File: config.mk
export PLATFORM = sky130hd
export DESIGN_NAME = idct_transpose_buf
export DESIGN_NICKNAME = d
export VERILOG_FILES = /design/src/rtl/idct_transpose_buf.sv
export SDC_FILE = /design/constraint.sdc
export NUM_CORES = 1
export LEC_CHECK = 0
export BUFFER_PORTS_ARGS = -buffer_cell sky130_fd_sc_hd__buf_2
export CORE_MARGIN = 3
export CORE_UTILIZATION = 57
export DETAILED_ROUTE_END_ITERATION = 12
export HOLD_SLACK_MARGIN = 0.08
export PLACE_DENSITY = 0.82
export SLEW_MARGIN = 5
export SYNTH_ARGS = -nofsm -noshare
export SYNTH_HDL_FRONTEND = slang
export SYNTH_SLANG_ARGS = --single-unit
File: constraint.sdc
create_clock -name clk -period 8 [get_ports clk]
set_input_delay 0.4 -clock clk [delete_from_list [all_inputs] [get_ports clk]]
set_output_delay 0.4 -clock clk [all_outputs]
set_load 0.005 [all_outputs]
File: src/rtl/idct_transpose_buf.sv
// Ping-pong NxN transpose buffer between the row-pass and column-pass IDCT stages.
// Rows are written into one bank while the other bank is read out column by column (or row by row in bypass).
module idct_transpose_buf #(
    parameter int N = 4,
    parameter int W = 25
) (
    input  logic           clk,
    input  logic           reset_n,
    input  logic           in_valid,
    output logic           in_ready,
    input  logic           in_sof,
    input  logic           in_mode,
    input  logic [N*W-1:0] in_data,
    output logic           out_valid,
    input  logic           out_ready,
    output logic           out_sof,
    output logic [N*W-1:0] out_data,
    output logic           sof_err
);

    localparam int CW = $clog2(N);
    localparam logic [CW-1:0] LAST = CW'(N - 1);
    localparam logic [CW-1:0] ZERO = CW'(0);
    localparam logic [CW-1:0] ONE  = CW'(1);

    logic [W-1:0]  r_mem [2][N][N];
    logic [1:0]    r_full;
    logic [1:0]    r_mode;
    logic          r_wr_bank;
    logic          r_rd_bank;
    logic [CW-1:0] r_row_cnt;
    logic [CW-1:0] r_col_cnt;
    logic          r_sof_err;

    logic          w_accept;
    logic          w_restart;
    logic [CW-1:0] w_row_idx;
    logic          w_wr_done;
    logic          w_sof_viol;
    logic          w_xfer;
    logic          w_rd_done;

    assign in_ready   = ~r_full[r_wr_bank];
    assign w_accept   = in_valid & in_ready;
    // A sof beat in mid-block drops the partial rows and restarts at row 0 of the same bank.
    assign w_restart  = w_accept & in_sof & (r_row_cnt != ZERO);
    assign w_row_idx  = w_restart ? ZERO : r_row_cnt;
    assign w_wr_done  = w_accept & ~w_restart & (r_row_cnt == LAST);
    assign w_sof_viol = w_accept & (in_sof ? (r_row_cnt != ZERO) : (r_row_cnt == ZERO));

    assign out_valid  = r_full[r_rd_bank];
    assign out_sof    = out_valid & (r_col_cnt == ZERO);
    assign w_xfer     = out_valid & out_ready;
    assign w_rd_done  = w_xfer & (r_col_cnt == LAST);
    assign sof_err    = r_sof_err;

    // Write-side bookkeeping: row counter, bank select, per-bank mode, sync error pulse.
    always_ff @(posedge clk or negedge reset_n) begin
        if (!reset_n) begin
            r_wr_bank <= 1'b0;
            r_row_cnt <= ZERO;
            r_mode    <= 2'b11;
            r_sof_err <= 1'b0;
        end else begin
            r_sof_err <= w_sof_viol;
            if (w_accept) begin
                if (w_row_idx == ZERO) begin
                    r_mode[r_wr_bank] <= in_mode;
                end
                if (w_restart) begin
                    r_row_cnt <= ONE;
                end else if (w_wr_done) begin
                    r_row_cnt <= ZERO;
                    r_wr_bank <= ~r_wr_bank;
                end else begin
                    r_row_cnt <= r_row_cnt + ONE;
                end
            end
        end
    end

    // Read-side bookkeeping: column counter and bank select.
    always_ff @(posedge clk or negedge reset_n) begin
        if (!reset_n) begin
            r_rd_bank <= 1'b0;
            r_col_cnt <= ZERO;
        end else if (w_xfer) begin
            if (w_rd_done) begin
                r_col_cnt <= ZERO;
                r_rd_bank <= ~r_rd_bank;
            end else begin
                r_col_cnt <= r_col_cnt + ONE;
            end
        end
    end

    // Full flags: set and clear never hit the same bank in one cycle, so both apply.
    always_ff @(posedge clk or negedge reset_n) begin
        if (!reset_n) begin
            r_full <= 2'b00;
        end else begin
            for (int b = 0; b < 2; b++) begin
                if (w_wr_done && (r_wr_bank == 1'(b))) begin
                    r_full[b] <= 1'b1;
                end else if (w_rd_done && (r_rd_bank == 1'(b))) begin
                    r_full[b] <= 1'b0;
                end else begin
                    r_full[b] <= r_full[b];
                end
            end
        end
    end

    // Sample storage is deliberately left unreset.
    always_ff @(posedge clk) begin
        if (w_accept) begin
            for (int k = 0; k < N; k++) begin
                r_mem[r_wr_bank][w_row_idx][k] <= in_data[k*W +: W];
            end
        end
    end

    // Output lane select: column col_cnt when transposing, row col_cnt in bypass.
    always_comb begin
        out_data = {(N*W){1'b0}};
        for (int k = 0; k < N; k++) begin
            if (r_mode[r_rd_bank]) begin
                out_data[k*W +: W] = r_mem[r_rd_bank][k][r_col_cnt];
            end else begin
                out_data[k*W +: W] = r_mem[r_rd_bank][r_col_cnt][k];
            end
        end
    end

endmodule
==> run metrics <==
Num CTS Buffers=81; H-tree depth=3; status=completed; DP Worst Slack=3560 ps; CTS max path bufs=3; Slew @ Worst Pin=1230 ps; max-cap viol count=0; final cell count without fillers=3459; Iter 0 DRT Violations=3158; Gate Count Post-Synth=2375; critical-path cell list=buf_12 > buf_4 > mux4_2 > o22ai_1 > a21oi_1 > buf_2; Congestion Overflow GR=0; crit share post-route=63.1%; Port Buf Inserts=209; Die Y=264 um; DIE AREA=69800 sq um; r2r startpoint=r_wr_bank$_DFFE_PN0P_; PwrDens=378 nW/um^2; reg2reg end=r_mem[0][25]$_DFFE_PP_; GP Congestion=0.846; Area Growth Syn to Fin=11.0%; WHS=119 ps; fmax=198 MHz; Largest delay share family, worst path=buffers and inverters; Yosys reg bits=811; Post-synth EDFFs=800; clock latency on the worst-skew pair=630 ps; Peak VDD IR=0.344 mV; Setup Buffers After CTS=0; layout cell share with drive strength beyond 1=30.5%; hold path start=in_data[20]; clock transition at the registers of the reported paths=60 ps; # IOs=210; CTS tree=built; final setup margin=2950 ps; Setup TNS=0 ps; Final Critical Period=5050 ps; Crit. End Element=output port; Root Driver=clkbuf_16; CP max FO=146; post-synthesis sequential area ratio=63.9%; Hold Path Class=in -> reg; first-pass GRT wire length=153 mm; hold buffer count at CTS=3; Avg Inst Size Synth=16.0 sq um; Mapped Area=38000 sq um; placement row count=94; WP data arrival=4650 ps; Register-to-Register Path Depth=6; skew final=24.4 ps; hpwl dp=59.7 mm; GRT Util Overall=29.0%; FILL cells=4324; top_reg_cell synth=edfxtp_1; Setup violations, final=0; synth unique cells=31; top-area cell type share of the netlist area=63.2%; Die X=264 um; clock sinks=811; CP max-delay cell=buf_4; top-count cell post-synth=edfxtp_1; largest net degree at the start of global routing=147; CP bufs+invs=3; RSZ-0062 raised after global routing=false; area leader, netlist=edfxtp_1; delay of the slowest critical-path stage=910 ps; vias per inst=7.00; Antenna Nets Post-Route=0; fraction of registers with async set/reset=1.36%; Yosys warnings=0; Worst Setup Path Type=reg -> out; Reg2Reg Setup Slack=4120 ps; DRC viols=0; most frequent cells after synthesis=edfxtp_1, o21ai_0, mux4_2; wirelength, routed=102 mm; TritonRoute pass-1 iters=6; Synth Net Count=2485; detailed-route via count=24200; hold path depth=1; DR WL/cell=29.4 um; Placed Cells incl. Taps=3311; initial core utilization=57.7%; core area=65900 sq um; initial antenna violation count=15; final core utilization=64.0%; vias in the first global route=25200; CP required=7600 ps; Fin. Hold Viols=0; Post-CTS Resized=0; Relative slew margins=17.7%; # nets final=2643; top cells by area, synth=edfxtp_1, mux4_2, o21ai_0; Lkg Pwr=0.0140 uW; hold endpoint=r_mem[1][195]$_DFFE_PP_; Slew Viols, Final=0; CP Launch Type=register
## how the worst max path moves through the flow
stage | from | cells after the start | to
2_1_floorplan | r_wr_bank$_DFFE_PN0P_ | 5 | r_mode[0]$_DFFE_PN1P_
3_3_place_gp | r_rd_bank$_DFFE_PN0P_ | 6 | out_data[52]
3_5_place_dp | r_rd_bank$_DFFE_PN0P_ | 6 | out_data[77]
4_1_cts | r_rd_bank$_DFFE_PN0P_ | 6 | out_data[77]
5_1_grt | r_rd_bank$_DFFE_PN0P_ | 6 | out_data[77]
6_report | r_rd_bank$_DFFE_PN0P_ | 6 | out_data[77]
## stage by stage
| step | power (uW) | instance area [sq um] |
|---|---|---|
| 5_1_grt | 16600 | 42200 |
| 4_1_cts | 15900 | 42200 |
| 6_report | 15900 | 42200 |
| 3_3_place_gp | 12100 | 39700 |
| 3_5_place_dp | 12300 | 39700 |
| 2_1_floorplan | 10200 | 38000 |
## cell families after synthesis
kind of cell	Yosys count	share of synthesized area (%)
buf+inv	259	3.15
flops	811	63.9
fa+ha+maj	4	0.132
simple gates	283	2.89
xor+xnor	2	0.0461
compound gates	536	7.57
mux	480	22.3
## layout make-up
| class | instances | area (sq um) | area share, % |
|---|---|---|---|
| diodes | 4 | 10.0 | 0.0237 |
| flip-flops and latches | 811 | 24300 | 57.7 |
| inverters | 80 | 300 | 0.712 |
| clock inverters | 38 | 254 | 0.602 |
| repair buffers | 254 | 1430 | 3.39 |
| multi-input cells | 1305 | 12600 | 29.8 |
| clock buffers | 103 | 2190 | 5.20 |
| well taps | 864 | 1080 | 2.56 |
## report_power, final
group	internal [uW]	switching, uW	total [uW]
sequential	5410	396	5800
combinational	2760	3770	6530
clock	2030	1560	3590
total	10200	5720	15900
## placed cells by master (no fill, tap or decap), types with 2 or more instances in the layout
cell type and count:
clkinv_2 11, clkinv_1 20, dfrtp_4 3, xnor2_1 2, buf_2 209, nand2b_1 2
inv_2 2, nor2_1 113, clkbuf_16 85, o211ai_1 26, inv_1 78, dlygate4sd3_1 3
mux4_2 275, bufinv_16 3, edfxtp_1 800, o21ai_0 318, buf_12 3, nand2_2 2
nand3_1 2, and2_1 2, clkbuf_1 18, mux2i_1 38, nand2_1 144, dfstp_4 2
nor2_4 8, dfrtp_1 6, a21oi_1 91, ha_1 4, inv_6 3, mux2_1 26
nor2b_1 3, mux2_2 139, nand4_1 4, diode_2 4, mux2i_4 2, o22ai_1 100
buf_4 39
## per-layer routing
metal,track usage [%],part of all wire (%),vias to the layer above
li1,-,-,9837
met1,38.7,35,12100
met2,46.1,48,1918
met3,6.85,13,339
met4,13.1,4.3,16
met5,0,0.093,-
## flip-flops by register name (all words and copies together) (netlist names)
register / flops
r_col_cnt: 2
r_full: 2
r_mem: 800
r_mode: 2
r_rd_bank: 1
r_row_cnt: 2
r_wr_bank: 1
sof_err: 1
## worst register-to-register path: cells and delay by family, from the launching register on
kind / cells / cell delay [ps]
buffers and inverters: 3 / 1880
flip-flops: 1 / 800
AND/OR/NAND/NOR: 2 / 310
multiplexers: 1 / 440
(Power assumes the default switching activity.)
